### src/rtl/axil_pkg.sv
// Shared AXI4-Lite definitions: response codes and the command-master state encoding.
`default_nettype none
`timescale 1ns/1ps

package axil_pkg;

    localparam logic [1:0] AXIL_OKAY   = 2'b00;
    localparam logic [1:0] AXIL_EXOKAY = 2'b01;
    localparam logic [1:0] AXIL_SLVERR = 2'b10;
    localparam logic [1:0] AXIL_DECERR = 2'b11;

    typedef enum logic [2:0] {
        ST_IDLE    = 3'd0,
        ST_WR_REQ  = 3'd1,
        ST_WR_RESP = 3'd2,
        ST_RD_REQ  = 3'd3,
        ST_RD_RESP = 3'd4,
        ST_RSP     = 3'd5
    } axil_mst_state_t;

endpackage

`default_nettype wire

### src/rtl/axil_cmd_master.sv
// ============================================================================
// axil_cmd_master: single-outstanding AXI4-Lite initiator driven by a local
// command/response handshake. Revision: 1.0
// ============================================================================
`default_nettype none
`timescale 1ns/1ps

module axil_cmd_master
    import axil_pkg::*;
#(
    parameter int ADDR_W = 16,
    parameter int DATA_W = 32,
    parameter int STRB_W = DATA_W / 8
) (
    input  logic              clk,
    input  logic              rst,
    input  logic              cmd_valid,
    output logic              cmd_ready,
    input  logic              cmd_write,
    input  logic [ADDR_W-1:0] cmd_addr,
    input  logic [DATA_W-1:0] cmd_wdata,
    input  logic [STRB_W-1:0] cmd_wstrb,
    output logic              rsp_valid,
    input  logic              rsp_ready,
    output logic              rsp_write,
    output logic [DATA_W-1:0] rsp_rdata,
    output logic [1:0]        rsp_resp,
    output logic [ADDR_W-1:0] axil_awaddr,
    output logic [2:0]        axil_awprot,
    output logic              axil_awvalid,
    input  logic              axil_awready,
    output logic [DATA_W-1:0] axil_wdata,
    output logic [STRB_W-1:0] axil_wstrb,
    output logic              axil_wvalid,
    input  logic              axil_wready,
    input  logic [1:0]        axil_bresp,
    input  logic              axil_bvalid,
    output logic              axil_bready,
    output logic [ADDR_W-1:0] axil_araddr,
    output logic [2:0]        axil_arprot,
    output logic              axil_arvalid,
    input  logic              axil_arready,
    input  logic [DATA_W-1:0] axil_rdata,
    input  logic [1:0]        axil_rresp,
    input  logic              axil_rvalid,
    output logic              axil_rready
);

    axil_mst_state_t   state_q, state_d;
    logic              write_q, write_d;
    logic [ADDR_W-1:0] addr_q, addr_d;
    logic [DATA_W-1:0] wdata_q, wdata_d;
    logic [STRB_W-1:0] wstrb_q, wstrb_d;
    logic              awvalid_q, awvalid_d;
    logic              wvalid_q, wvalid_d;
    logic              aw_done_q, aw_done_d;
    logic              w_done_q, w_done_d;
    logic              arvalid_q, arvalid_d;
    logic              bready_q, bready_d;
    logic              rready_q, rready_d;
    logic              rsp_valid_q, rsp_valid_d;
    logic [DATA_W-1:0] rdata_q, rdata_d;
    logic [1:0]        resp_q, resp_d;
    logic              aw_hs, w_hs;

    assign aw_hs = awvalid_q && axil_awready;
    assign w_hs  = wvalid_q && axil_wready;

    always_comb begin
        state_d     = state_q;
        write_d     = write_q;
        addr_d      = addr_q;
        wdata_d     = wdata_q;
        wstrb_d     = wstrb_q;
        awvalid_d   = awvalid_q;
        wvalid_d    = wvalid_q;
        aw_done_d   = aw_done_q;
        w_done_d    = w_done_q;
        arvalid_d   = arvalid_q;
        bready_d    = bready_q;
        rready_d    = rready_q;
        rsp_valid_d = rsp_valid_q;
        rdata_d     = rdata_q;
        resp_d      = resp_q;

        case (state_q)
            ST_IDLE: begin
                if (cmd_valid) begin
                    write_d = cmd_write;
                    addr_d  = cmd_addr;
                    wdata_d = cmd_wdata;
                    wstrb_d = cmd_wstrb;
                    if (cmd_write) begin
                        awvalid_d = 1'b1;
                        wvalid_d  = 1'b1;
                        aw_done_d = 1'b0;
                        w_done_d  = 1'b0;
                        state_d   = ST_WR_REQ;
                    end else begin
                        arvalid_d = 1'b1;
                        state_d   = ST_RD_REQ;
                    end
                end
            end
            ST_WR_REQ: begin
                // AW and W retire independently; proceed once both have been seen.
                if (aw_hs) begin
                    awvalid_d = 1'b0;
                    aw_done_d = 1'b1;
                end
                if (w_hs) begin
                    wvalid_d = 1'b0;
                    w_done_d = 1'b1;
                end
                if ((aw_done_q || aw_hs) && (w_done_q || w_hs)) begin
                    bready_d = 1'b1;
                    state_d  = ST_WR_RESP;
                end
            end
            ST_WR_RESP: begin
                if (axil_bvalid) begin
                    bready_d    = 1'b0;
                    resp_d      = axil_bresp;
                    rdata_d     = '0;
                    rsp_valid_d = 1'b1;
                    state_d     = ST_RSP;
                end
            end
            ST_RD_REQ: begin
                if (axil_arready) begin
                    arvalid_d = 1'b0;
                    rready_d  = 1'b1;
                    state_d   = ST_RD_RESP;
                end
            end
            ST_RD_RESP: begin
                if (axil_rvalid) begin
                    rready_d    = 1'b0;
                    rdata_d     = axil_rdata;
                    resp_d      = axil_rresp;
                    rsp_valid_d = 1'b1;
                    state_d     = ST_RSP;
                end
            end
            ST_RSP: begin
                if (rsp_ready) begin
                    rsp_valid_d = 1'b0;
                    state_d     = ST_IDLE;
                end
            end
            default: begin
                awvalid_d   = 1'b0;
                wvalid_d    = 1'b0;
                arvalid_d   = 1'b0;
                bready_d    = 1'b0;
                rready_d    = 1'b0;
                rsp_valid_d = 1'b0;
                state_d     = ST_IDLE;
            end
        endcase
    end

    always_ff @(posedge clk) begin
        if (rst) begin
            state_q     <= ST_IDLE;
            write_q     <= 1'b0;
            addr_q      <= '0;
            wdata_q     <= '0;
            wstrb_q     <= '0;
            awvalid_q   <= 1'b0;
            wvalid_q    <= 1'b0;
            aw_done_q   <= 1'b0;
            w_done_q    <= 1'b0;
            arvalid_q   <= 1'b0;
            bready_q    <= 1'b0;
            rready_q    <= 1'b0;
            rsp_valid_q <= 1'b0;
            rdata_q     <= '0;
            resp_q      <= '0;
        end else begin
            state_q     <= state_d;
            write_q     <= write_d;
            addr_q      <= addr_d;
            wdata_q     <= wdata_d;
            wstrb_q     <= wstrb_d;
            awvalid_q   <= awvalid_d;
            wvalid_q    <= wvalid_d;
            aw_done_q   <= aw_done_d;
            w_done_q    <= w_done_d;
            arvalid_q   <= arvalid_d;
            bready_q    <= bready_d;
            rready_q    <= rready_d;
            rsp_valid_q <= rsp_valid_d;
            rdata_q     <= rdata_d;
            resp_q      <= resp_d;
        end
    end

    // Local-side ready only; gated by rst so it reads low throughout reset.
    assign cmd_ready    = (state_q == ST_IDLE) && !rst;
    assign rsp_valid    = rsp_valid_q;
    assign rsp_write    = write_q;
    assign rsp_rdata    = rdata_q;
    assign rsp_resp     = resp_q;
    assign axil_awaddr  = addr_q;
    assign axil_awprot  = 3'b000;
    assign axil_awvalid = awvalid_q;
    assign axil_wdata   = wdata_q;
    assign axil_wstrb   = wstrb_q;
    assign axil_wvalid  = wvalid_q;
    assign axil_bready  = bready_q;
    assign axil_araddr  = addr_q;
    assign axil_arprot  = 3'b000;
    assign axil_arvalid = arvalid_q;
    assign axil_rready  = rready_q;

endmodule

`default_nettype wire
### config.mk
export PLATFORM = sky130hd
export DESIGN_NAME = axil_cmd_master
export DESIGN_NICKNAME = d
export VERILOG_FILES = /design/src/rtl/axil_pkg.sv /design/src/rtl/axil_cmd_master.sv
export SDC_FILE = /design/constraint.sdc
export NUM_CORES = 1
export LEC_CHECK = 0
export ABC_CLOCK_PERIOD_IN_PS = 1900
export BUFFER_PORTS_ARGS = -buffer_cell sky130_fd_sc_hd__buf_2
export CORE_MARGIN = 4
export CORE_UTILIZATION = 40
export DETAILED_ROUTE_END_ITERATION = 10
export PLACE_DENSITY = 0.75
export SYNTH_ARGS = -nofsm -noshare
export SYNTH_HDL_FRONTEND = slang
export SYNTH_SLANG_ARGS = --single-unit
### constraint.sdc
create_clock -name clk -period 1.9 [get_ports clk]
set_clock_uncertainty 0.1 [all_clocks]
set_input_delay 0.19 -clock clk [delete_from_list [all_inputs] [get_ports clk]]
set_output_delay 0.19 -clock clk [all_outputs]
set_load 0.005 [all_outputs]
[After elaboration in Yosys (flattened, before gate mapping)]
Cells that the tools add are included.
Cells by class
  equality and inequality tests: 15
  multiplexer cells: 40
  bitwise operators: 5
  reduce and logical (&&, ||, !) cells: 26
Operators by type and width (count)
  $mux W32: 2
  $pmux W32 S2: 1
  $reduce_and A4 Y1: 6
  $ne A2 B2 Y1 const B: 10
  $mux W1: 18
  $mux W3: 6
  $pmux W3 S6: 1
  $reduce_or A4 Y1: 4
  $pmux W1 S3: 5
  $reduce_and A3 Y1: 3
  $eq A3 B2 Y1 const B: 2
  $eq A3 B3 Y1 const B: 2
  $mux W2: 3
  $reduce_and A6 Y1: 1
  $not A1 Y1: 5
  $logic_and A1 B1 Y1: 4
  $pmux W1 S2: 2
  $pmux W1 S4: 1
  $pmux W2 S2: 1
  $reduce_bool A2 Y1: 2
  $eq A3 B1 Y1 const B: 1
  $logic_not A3 Y1: 1
  $reduce_or A3 Y1: 1
  $logic_or A1 B1 Y1: 2
  2 further kinds: 2
Word-level totals
  register bits after elaboration: 98
  input bits: 98
  output and inout bits: 116
  word-level logic and storage cells: 101

[Longest topological paths before layout]
  depth after elaboration: 5
  gate-level depth with buffers: 7
  depth with buffers taken out: 6

[Worst setup path after synthesis]
Ideal clock, no wire load.
  kind: register -> register
  from: register state_q[1]
  to: register state_q[1]
  setup time: 0.072 ns
  arrival time: 1.408 ns
  required time: 1.728 ns
  path slack: 0.321 ns
  cell stages (with the launch flop): 8
  path buffers: 1
  clock period less this slack: 1.579 ns
  cell sequence: dfxtp_1 > buf_2 > inv_1 > ha_1 > inv_1 > a2111oi_0 > nand2_1 > mux2i_1
On the way
  longest elaborated chain between the ends: 3
  elaborated cells on any way between the ends: 14
  classes of those cells: 11 x eq/ne; 1 x mux; 2 x reduce/logical
RTL lines
  start, declared: line axil_cmd_master.sv:49  | axil_mst_state_t state_q, state_d;
  start signal, assigned: line axil_cmd_master.sv:181  | state_q <= state_d;
  $eq A3 B1 Y1 (tied with other cells): line axil_cmd_master.sv:86  | case (state_q)
  $ne A2 B2 Y1 (no source line)
  $reduce_and A6 Y1 (no source line)
Parallel ways exist; a longest one is shown, timed or not.
A chain may end at the register's enable or synchronous reset.

[Worst setup path in the final report]
  from: register state_q[2]
  to: output cmd_ready
On the way
  longest elaborated chain between the ends: 2
RTL lines
  $logic_not A3 Y1: line axil_cmd_master.sv:200  | assign cmd_ready = (state_q == ST_IDLE) && !rst;
  $logic_and A1 B1 Y1: line axil_cmd_master.sv:200
  end, declared: line axil_cmd_master.sv:18  | output logic cmd_ready,
No other way between the ends.

==> flow_metrics.py <==
metrics = {
    "run_status": {
        "outcome": "finished, final reports clean",
    },
    "synth": {
        "yosys_warnings": 0,
        "synth_edf_count": 0,
        "ys_types": 39,
        "yosysSeqAreaShare_pct": 48.62,
        "synth_flop_cell": "dfxtp_1",
        "ys_ff_latch": 98,
        "synth_top_family_by_area": "simple AND/OR/NAND/NOR gates",
        "synth_compound_area_share_pct": 16.16,
        "yosys-top-cells-area": "dfxtp_1, a21oi_1, nand2_1",
        "synth-adder-area-share_pct": 0.6202,
        "synthXorXnorAreaFrac_pct": 0,
        "postSynthCellCount": 493,
        "yosys.area_share.simple_pct": 24.37,
        "synth_area_um2": 4035,
        "synth_top_area_share_pct": 48.62,
        "yosysTopAreaCell": "dfxtp_1",
        "avgSynthCellArea_um2": 8.185,
        "ys_async_sr_fraction_pct": 0,
        "synthMuxAreaShare_pct": 0.9922,
    },
    "placement": {
        "port_buffers": 207,
        "gp_congestion": 0.8017,
        "dp_hpwl_um": 7964,
        "pre_cts_ws_ps": 84.34,
        "dp.cells": 786,
    },
    "power_and_ir_drop": {
        "powerDensity_nw_per_um2": 1083,
        "leakagePower_nw": 2.744,
        "irDropWorstVdd_v": 0.0006466,
        "finalPower_mw": 6.607,
    },
    "critical_path": {
        "reg2reg_to": "state_q[0]$_SDFFE_PP0P_",
        "required_ps": 1610,
        "max_stage_delay_ps": 410,
        "path_buf_inv": 1,
        "critPathMaxFanout": 16,
        "end_kind": "primary output",
        "crit_path_start_kind": "flip-flop",
        "worstPathArrival_ps": 1420,
        "crit-reg2reg-launch": "state_q[0]$_SDFFE_PP0P_",
        "critical_path.top_delay_family": "simple AND/OR/NAND/NOR gates",
        "crit_chain": "or2_2, nor3_1, buf_2",
        "cp_slowest_cell": "dfxtp_2",
        "ff2ff_path_depth": 5,
        "crit_type": "flip-flop to primary output",
        "reg2reg_setup_slack_ps": 200,
    },
    "clock_network": {
        "path_clk_slew_ps": 90,
        "numCtsBuffers": 9,
        "tritoncts": "done",
        "clock-sinks": 98,
        "root_buffer": "clkbuf_8",
        "cts_buffer_depth": 2,
        "ctsHtreeMaxLevel": 3,
        "clk_latency_ps": 350,
    },
    "hold_path": {
        "min_path_type": "input port to flip-flop",
        "hold_start": "axil_rdata[30]",
        "min_to": "rsp_rdata[30]$_SDFFE_PP0P_",
        "hold_path_depth": 3,
    },
    "drt": {
        "drt_iter0_markers": 335,
        "drc_errors": 0,
        "drt_pass1_iterations": 6,
        "vias": 4357,
        "routed_wl_um": 12640,
        "wire_per_inst_um": 14.28,
        "ant_nets": 0,
        "vias_per_cell": 4.923,
    },
    "sta": {
        "fin_setup_tns_ps": 0,
        "setup_viol": 0,
        "max-slew-margin-rel_pct": 66.27,
        "tightest_slew_ps": 505.9,
        "fin_hold_ws_ps": 13.22,
        "layout_min_cycle_time_ps": 1708,
        "final_hold_viol_count": 0,
        "layout_setup_ws_ps": 191.8,
        "max_freq_mhz": 585.4,
        "maxSlewViolCount": 0,
        "fin_crit_sh_pct": 89.91,
        "rsz0062_at_grt": "false",
    },
    "grt": {
        "grt_pass1_wl_um": 19380,
        "gr-total-overflow": 0,
        "antenna_found_initial": 0,
        "grt_max_degree": 69,
        "groute.usage.overall_pct": 20.64,
        "grt_pass1_vias": 4101,
    },
    "die": {
        "rows": 36,
        "io_pins": 214,
        "die_y_um": 108.4,
        "die-area_um2": 11760,
        "core_area_um2": 9819,
        "die_w_um": 108.4,
        "start_util_pct": 41.09,
    },
    "final_layout": {
        "antennaDiodeCount": 0,
        "area_growth_syn_to_layout_pct": 51.22,
        "layout.nets": 847,
        "instances_no_fill": 885,
        "drive_gt1_share_pct": 32.05,
    },
    "run": {
        "cap_violations": 0,
    },
}
-- synthesized netlist by cell type, types with 2 or more instances --
| cell | count |
|---|---|
| nand2_1 | 112 |
| a21oi_1 | 92 |
| clkbuf_1 | 19 |
| inv_1 | 4 |
| o22ai_1 | 2 |
| a211oi_1 | 6 |
| nand2b_1 | 35 |
| nor3_1 | 4 |
| nand3_1 | 32 |
| nor4b_2 | 2 |
| a31oi_1 | 2 |
| mux2i_1 | 4 |
| ha_1 | 2 |
| buf_4 | 28 |
| o21ai_0 | 5 |
| buf_6 | 2 |
| dfxtp_1 | 98 |
| buf_2 | 10 |
| a311oi_1 | 2 |
| nand3b_1 | 3 |
| nor2_1 | 11 |
-- worst reg2reg max path, cell delays in order (launching register included) --
cell      delay, ps
dfxtp_1         460
buf_4           240
nor4b_2          70
a211oi_2        390
and3_1          240
o32ai_2          70
-- timing repair --
| item | 4_1_cts | 5_1_grt |
|---|---|---|
| hold buffers | 83 | 0 |
| buffers inserted | 0 | 0 |
| resized for setup | 0 | 2 |
| setup endpoints to repair | 0 | 38 |
| endpoints found under the hold margin | 83 | 0 |
-- per-stage QoR --
stage | instance area, um2 | util [%]
5_1_grt | 6102 | 62.14
6_report | 6102 | 62.14
2_1_floorplan | 4054 | -
4_1_cts | 6100 | 62.12
3_5_place_dp | 5031 | 51.24
3_3_place_gp | 5031 | 51.24
-- area by class of cell --
cell class                 instances  area (um2)
tap                              133       166.4
fill                             809        3717
multi-input combinational        337        1734
inverter                           4       15.01
clock inverter                     3       68.82
timing repair buffer             297        1984
sequential                        98        1964
clock buffer                      13       168.9
-- placed cells by master, fill, tap and decap left out, types with 6 or more instances in the layout --
master	instances
conb_1	6
nand2_1	111
buf_2	206
nor2_1	11
clkbuf_8	12
dlygate4sd3_1	83
nand3_1	32
dfxtp_1	96
nand2b_1	35
a211oi_1	6
a21oi_1	92
-- worst max path at each step --
stage / slack [ps] / startpoint / cells after the start / to
CTS: 80 / state_q[1]$_SDFFE_PP0P_ / 3 / cmd_ready
floorplan: 320 / state_q[1]$_SDFFE_PP0P_ / 7 / state_q[1]$_SDFFE_PP0P_
global placement: 230 / state_q[1]$_SDFFE_PP0P_ / 5 / rsp_resp[1]$_SDFFE_PP0P_
detailed placement: 80 / state_q[1]$_SDFFE_PP0P_ / 5 / rsp_resp[0]$_SDFFE_PP0P_
finish: 190 / state_q[2]$_SDFFE_PP0P_ / 3 / cmd_ready
global route: 7 / state_q[1]$_SDFFE_PP0P_ / 6 / state_q[1]$_SDFFE_PP0P_
-- report_power, final --
| part | switching [mW] | internal, mW | total, mW |
|---|---|---|---|
| clock | 0.687 | 0.856 | 1.54 |
| combinational | 1.34 | 1.10 | 2.43 |
| sequential | 0.254 | 2.38 | 2.63 |
-- routing by layer --
| layer | GRT usage, % | up-vias | wire length [um] |
|---|---|---|---|
| li1 | - | 2129 | - |
| met1 | 22.70 | 1984 | 4687 |
| met2 | 36.89 | 203 | 6542 |
| met3 | 3.761 | 41 | 945 |
| met4 | 12.08 | 0 | 464 |
| met5 | 0 | - | 0 |
-- flip-flops by register name, summed over array words and instances (netlist names) --
signal / cells
axil_wdata: 32
rsp_rdata: 32
axil_araddr: 16
axil_wstrb: 4
state_q: 3
rsp_resp: 2
aw_done_q: 1
axil_arvalid: 1
axil_awvalid: 1
axil_bready: 1
axil_rready: 1
axil_wvalid: 1
rsp_valid: 1
rsp_write: 1
w_done_q: 1
-- cells by family after synthesis --
kind of cell	Yosys count
simple gates	208
compound gates	117
flops	98
fa+ha+maj	2
buf+inv	63
mux	4
other cells	1
No activity file was read; power rests on OpenSTA's default activity.
